==> src/rtl/pen_scan_scheduler.sv <==
// pen_scan_scheduler: time-shares an 8x8 LED matrix between frame-buffer
// display and light-pen raster sensing, and reports the first qualified pen
// hit of each sense pass over a valid/ready interface.
//
// state   | meaning
// IDLE    | matrix dark, scan counters cleared, waiting for enable
// DISPLAY | row-multiplexing frame-buffer content, DISP_FRAMES frames
// SENSE   | one pixel lit at a time, pen photodetector qualified per pixel
module pen_scan_scheduler #(
    parameter int DISP_DWELL  = 2000,
    parameter int DISP_FRAMES = 16,
    parameter int DWELL       = 500,
    parameter int DEBOUNCE    = 50
) (
    input  logic       clk,
    input  logic       rst_n,
    input  logic       enable,
    input  logic [7:0] frame_row_data,
    output logic [2:0] fb_row_addr,
    input  logic       pen_in,
    output logic [7:0] led_row,
    output logic [7:0] led_col,
    output logic       sense_phase,
    output logic       hit_valid,
    output logic [2:0] hit_x,
    output logic [2:0] hit_y,
    input  logic       hit_ready,
    output logic       overrun
);

    typedef enum logic [1:0] {
        IDLE    = 2'd0,
        DISPLAY = 2'd1,
        SENSE   = 2'd2
    } state_t;

    // One dwell timer serves both phases, so it is sized for the longer dwell.
    localparam int TMAX = (DISP_DWELL > DWELL) ? DISP_DWELL : DWELL;
    localparam int TW   = (TMAX > 1) ? $clog2(TMAX) : 1;
    localparam int FW   = (DISP_FRAMES > 1) ? $clog2(DISP_FRAMES) : 1;
    localparam int PW   = $clog2(DEBOUNCE + 1);

    localparam logic [TW-1:0] DISP_LOAD  = TW'(DISP_DWELL - 1);
    localparam logic [TW-1:0] SENSE_LOAD = TW'(DWELL - 1);
    localparam logic [FW-1:0] FRAME_LAST = FW'(DISP_FRAMES - 1);
    localparam logic [PW-1:0] PEN_QUAL   = PW'(DEBOUNCE);
    localparam logic [PW-1:0] PEN_PRE    = PW'(DEBOUNCE - 1);

    state_t        state, state_n;
    logic [TW-1:0] timer, timer_n;
    logic [FW-1:0] frame_cnt, frame_n;
    logic [2:0]    row_n;
    logic [2:0]    px, px_n;
    logic [2:0]    py, py_n;
    logic [PW-1:0] pen_cnt, pen_n;
    logic          pen_m, pen_s;
    logic          captured, captured_n;
    logic          last_cycle;
    logic          qual, take_hit, accept;
    logic [7:0]    led_row_n, led_col_n;

    // Timer counts down; zero marks the last cycle of a row or pixel.
    assign last_cycle  = (timer == '0);
    assign sense_phase = (state == SENSE);
    assign take_hit    = qual && !captured;
    assign accept      = hit_valid && hit_ready;

    // Two-flop synchronizer for the asynchronous pen pad.
    always_ff @(posedge clk or negedge rst_n) begin
        if (!rst_n) begin
            pen_m <= 1'b0;
            pen_s <= 1'b0;
        end else begin
            pen_m <= pen_in;
            pen_s <= pen_m;
        end
    end

    // FSM state register.
    always_ff @(posedge clk or negedge rst_n) begin
        if (!rst_n) state <= IDLE;
        else        state <= state_n;
    end

    // Next-state and scan-position logic; enable low overrides everything.
    always_comb begin
        state_n = state;
        timer_n = timer;
        frame_n = frame_cnt;
        row_n   = fb_row_addr;
        px_n    = px;
        py_n    = py;
        case (state)
            IDLE: begin
                if (enable) begin
                    state_n = DISPLAY;
                    timer_n = DISP_LOAD;
                    row_n   = '0;
                    frame_n = '0;
                end
            end
            DISPLAY: begin
                if (last_cycle) begin
                    timer_n = DISP_LOAD;
                    row_n   = fb_row_addr + 3'd1;
                    if (fb_row_addr == 3'd7) begin
                        if (frame_cnt == FRAME_LAST) begin
                            state_n = SENSE;
                            timer_n = SENSE_LOAD;
                            frame_n = '0;
                            px_n    = '0;
                            py_n    = '0;
                        end else begin
                            frame_n = frame_cnt + 1'b1;
                        end
                    end
                end else begin
                    timer_n = timer - 1'b1;
                end
            end
            SENSE: begin
                if (last_cycle) begin
                    timer_n = SENSE_LOAD;
                    px_n    = px + 3'd1;
                    if (px == 3'd7) begin
                        py_n = py + 3'd1;
                        if (py == 3'd7) begin
                            state_n = DISPLAY;
                            timer_n = DISP_LOAD;
                            row_n   = '0;
                            frame_n = '0;
                        end
                    end
                end else begin
                    timer_n = timer - 1'b1;
                end
            end
            default: state_n = IDLE;
        endcase
        if (!enable) begin
            state_n = IDLE;
            timer_n = '0;
            frame_n = '0;
            row_n   = '0;
            px_n    = '0;
            py_n    = '0;
        end
    end

    // Pen qualifier: consecutive high samples within one pixel, saturating.
    // The last cycle of a pixel clears the count so nothing carries across.
    always_comb begin
        pen_n = '0;
        qual  = 1'b0;
        if ((state == SENSE) && enable && !last_cycle && pen_s) begin
            pen_n = (pen_cnt == PEN_QUAL) ? PEN_QUAL : pen_cnt + 1'b1;
            qual  = (pen_cnt == PEN_PRE);
        end
        captured_n = (state_n == SENSE) && (captured || qual);
    end

    // LED drive for the upcoming cycle; first cycle of each display row is blank.
    always_comb begin
        led_row_n = '0;
        led_col_n = '0;
        case (state_n)
            DISPLAY: begin
                led_row_n = 8'd1 << row_n;
                if (timer_n != DISP_LOAD) led_col_n = frame_row_data;
            end
            SENSE: begin
                led_row_n = 8'd1 << py_n;
                led_col_n = 8'd1 << px_n;
            end
            default: ;
        endcase
    end

    // Scan counters and registered LED outputs.
    always_ff @(posedge clk or negedge rst_n) begin
        if (!rst_n) begin
            timer       <= '0;
            frame_cnt   <= '0;
            fb_row_addr <= '0;
            px          <= '0;
            py          <= '0;
            pen_cnt     <= '0;
            captured    <= 1'b0;
            led_row     <= '0;
            led_col     <= '0;
        end else begin
            timer       <= timer_n;
            frame_cnt   <= frame_n;
            fb_row_addr <= row_n;
            px          <= px_n;
            py          <= py_n;
            pen_cnt     <= pen_n;
            captured    <= captured_n;
            led_row     <= led_row_n;
            led_col     <= led_col_n;
        end
    end

    // Hit handshake: a capture loads only if the slot is free or being
    // accepted this cycle; otherwise it is dropped and overrun latches.
    always_ff @(posedge clk or negedge rst_n) begin
        if (!rst_n) begin
            hit_valid <= 1'b0;
            hit_x     <= '0;
            hit_y     <= '0;
            overrun   <= 1'b0;
        end else if (take_hit && (!hit_valid || accept)) begin
            hit_valid <= 1'b1;
            hit_x     <= px;
            hit_y     <= py;
        end else begin
            if (take_hit) overrun   <= 1'b1;
            if (accept)   hit_valid <= 1'b0;
        end
    end

endmodule

==> config.mk <==
export PLATFORM = sky130hd
export DESIGN_NAME = pen_scan_scheduler
export DESIGN_NICKNAME = d
export VERILOG_FILES = /design/src/rtl/pen_scan_scheduler.sv
export SDC_FILE = /design/constraint.sdc
export NUM_CORES = 1
export LEC_CHECK = 0
export ABC_AREA = 1
export CAP_MARGIN = 15
export CORE_MARGIN = 3
export CORE_UTILIZATION = 29
export CTS_CLUSTER_SIZE = 16
export DETAILED_ROUTE_END_ITERATION = 8
export DONT_BUFFER_PORTS = 1
export PLACE_DENSITY_LB_ADDON = 0.1
export SLEW_MARGIN = 25
export SYNTH_ARGS = -nofsm -noshare
export SYNTH_HDL_FRONTEND = slang
export SYNTH_SLANG_ARGS = --single-unit
export TNS_END_PERCENT = 10
==> constraint.sdc <==
create_clock -name clk -period 2.7 [get_ports clk]
set_clock_uncertainty 0.05 [all_clocks]
set_input_delay 0.27 -clock clk [delete_from_list [all_inputs] [get_ports clk]]
set_output_delay 0.27 -clock clk [all_outputs]
set_load 0.03 [all_outputs]
==> key figures <==
Die
  – I/O pin cnt: 41
  – Die Ht: about 120 um
  – Die X: 119 um
  – Die area: roughly 14000 um2
  – FP Rows: 40
  – Area of the core: around 12000 um2
  – Initial Utilization: between 30% and 40%

Setup path
  – Worst EP arrival: around 2.7 ns
  – Internal reg-to-reg setup slack: 0.20 ns
  – Worst-path fanout max: 5
  – CP startpoint: fb_row_addr[0]
  – RR Startpoint: fb_row_addr[0]
  – Max stage delay cell, worst path: dfrtp_1
  – Critical Path Sink: led_row[5]
  – Crit-path cells: ha_1 -> ha_1 -> nand4_1 -> inv_1 -> nand2_4 -> nand2_4 -> a21oi_1 -> a211oi_2 -> nor2_1 -> inv_1 -> ha_1 -> buf_4 -> o21ai_1 -> nand2_1 -> nor2_1
  – WP data required: approximately 2.9 ns
  – Critical path type: reg -> reg
  – CP startpoint kind: flip-flop
  – CP most frequent cell: ha_1
  – Worst Setup End Kind: flip-flop
  – Worst reg2reg path depth: 15
  – Reg2reg end: led_row[5]
  – Largest stage delay, worst path: about 0.38 ns

Final layout
  – ANT cells: 0
  – Nets@finish: 544
  – Post-layout util: a little over a third
  – Area of the multi-input gates: 1900 um2
  – Commonest cells after routing, fill and taps aside: 117 x nand2_1, 75 x inv_1, 59 x dfrtp_1
  – Reg area: around 1500 um2
  – Synthesis-to-finish area growth: 18.7%
  – Fill cells: approximately 1.3k
  – Final Non-Filler Cells: approximately 700
  – Fraction of layout instances using a drive strength above 1: between 10% and 20%
  – Commonest non-fill, non-tap cell in the layout: nand2_1
  – Final instance area: between 4000 and 5000 um2

Yosys
  – Leading area contributor after synthesis: dfrtp_1
  – Synth Area in Compound Gates: about a tenth
  – Synth unique cells: between 40 and 50
  – Largest family of logic cells by synthesized area: simple AND/OR/NAND/NOR gates
  – Synth top area share: about two fifths
  – Mapped Avg Cell Area: 7.67 um2
  – XOR/XNOR Fraction of Synth Area: less than 1%
  – Synth area leaders: dfrtp_1 40%, nand2_1 12%, inv_1 7.7%
  – Simple-Gate Fraction of Synth Area: 34.4%
  – Post-synthesis sequential area ratio: between 30% and 40%
  – Mapped Cells: slightly below 500
  – Synthesis Warnings: 0
  – Synth Area in Adders: between 6 and 7%
  – Syn nets: 517
  – Post-synthesis mux area share: 0%
  – Synth Cell Area: 3730 um2
  – Seq cells post-synth: 59

Routing
  – Total wire length: 9400 um
  – Via count: ~3.1k
  – Met3 wire len: 630 um
  – Wire per inst: 13.7 um
  – Top sig layer: met4
  – Pre-antenna DRT Iters: 5
  – Routed Antenna Nets: 0
  – Vias per cell: ~4.5
  – # DRC: 0
  – M1 WL: ~4700 um
  – Initial DRC count: around 140
  – Metal2 WL: approximately 3800 um

Clocking
  – Total CTS buffers: 9
  – Clock-pin slew on the worst setup and hold paths: 0.05 ns
  – Clock Path Buffers: 2
  – Clk_lat worst skew: roughly 0.33 ns
  – CTS tree: done
  – Clk root buf: clkbuf_16
  – CTS H-tree depth: 3
  – Clock sinks: 59

Place
  – Pre-CTS setup slack: 0.0420 ns
  – RD Place Congestion: ~0.85
  – Placed insts: between 600 and 700
  – Port bufs: 0
  – Placed Instance Area: roughly 4000 um2
  – Hpwl dp: approximately 7300 um

STA
  – Post-layout minimum cycle time: approximately 2.5 ns
  – Setup TNS: 0 ns
  – Worst relative slew slack: approximately two thirds
  – Hold Violations, Final: 0
  – Final Slew Violations: 0
  – Fmax: approximately 400 MHz
  – Worst hold slack: 0.0448 ns
  – Worst-Margin Slew: about 0.47 ns
  – Worst setup margin: approximately 0.20 ns
  – Final setup fails: 0
  – Period Utilization, post-route: 92.4%

Worst hold path
  – Hold/Removal Path Class: in -> reg

Run
  – Number of max-cap violations: 0

Power and ir drop
  – Worst IR drop on VDD: about 0.00034 V
  – Power per Cell Area: between 500 and 600 nW/um2
  – Overall power: around 2.4 mW
  – LEAKAGE: about 2.4 nW

GRT
  – GR Overflow Total: 0
  – First-pass GRT wire length: between 15000 and 20000 um
  – All-Layer GR Usage: around 14%
  – Initial antenna violation count: 0
  – Vias in the first global route: a little over 3k
  – Largest net degree at the start of global routing: 60

Status
  – Outcome: completed
[how the worst min path moves through the flow]
stage	depth (start not counted)	slack, ns	to	start
5_1_grt	2	0.03	py[2]	enable
3_3_place_gp	0	-0.07	timer[8]	rst_n
4_1_cts	2	0.03	py[2]	enable
6_report	2	0.04	py[2]	enable
2_1_floorplan	0	-0.08	captured	rst_n
3_5_place_dp	0	-0.07	timer[8]	rst_n
[cells by family after synthesis]
kind of cell / after synthesis
DFF: 59
adders and majority gates: 18
xor gates and xnor gates: 1
buffers and inverters: 96
and+or+nand+nor: 253
AOI/OAI and AO/OA: 59
[synth_stat cells (all sizes together)]
library cell	number
or2	1
buf	6
a21o	1
o221ai	1
clkbuf	3
clkinv	3
nand2	133
dfrtp	59
nand3b	2
nand3	49
a21oi	27
inv	84
o22ai	2
a211oi	1
nor2	58
xnor2	1
nor3	4
o211ai	3
ha	18
nor3b	1
nand4	5
o21ai	24
[sequential cells by signal, summed over array words and instances, names as in the netlist]
signal       flops
captured         1
fb_row_addr      3
frame_cnt        4
hit_valid        1
hit_x            3
hit_y            3
led_col          8
led_row          8
overrun          1
pen_cnt          6
pen_m            1
pen_s            1
px               3
py               3
state            2
timer           11
[cell type report]
cell class	count	share of cell area, %
tap	168	4.75
clock buffer	9	5.09
clock inverter	7	1.56
sequential	59	33.4
timing repair buffer	25	4.81
inverter	87	7.52
multi-input combinational	331	42.9
[what timing repair did]
| action | in CTS | in global routing |
|---|---|---|
| hold endpoints to repair | 60 | 0 |
| buffers inserted | 0 | 1 |
| gates resized for setup | 0 | 7 |
| endpoints found under the setup margin | 0 | 16 |
| hold buffers | 3 | 0 |
[worst max-delay path, delay by kind of cell (launching register included)]
family / cells / cell delay (ns)
compound gates: 3 / 0.39
fa+ha+maj: 3 / 0.62
simple gates: 6 / 0.67
buf+inv: 3 / 0.33
flops: 1 / 0.38
[power breakdown]
part	switching, mW	leakage (nW)	internal (mW)
Combinational	0.203	1.41	0.107
Sequential	0.0361	0.798	0.911
Clock	0.426	0.141	0.710
Total	0.665	2.35	1.73
[metal layers]
layer,GRT usage (%),up-vias
li1,-,1583
met1,19.4,1406
met2,19.8,79
met3,4.56,13
met4,5.44,0
met5,0,-
Note: power is estimated with default switching activity, not from simulation.
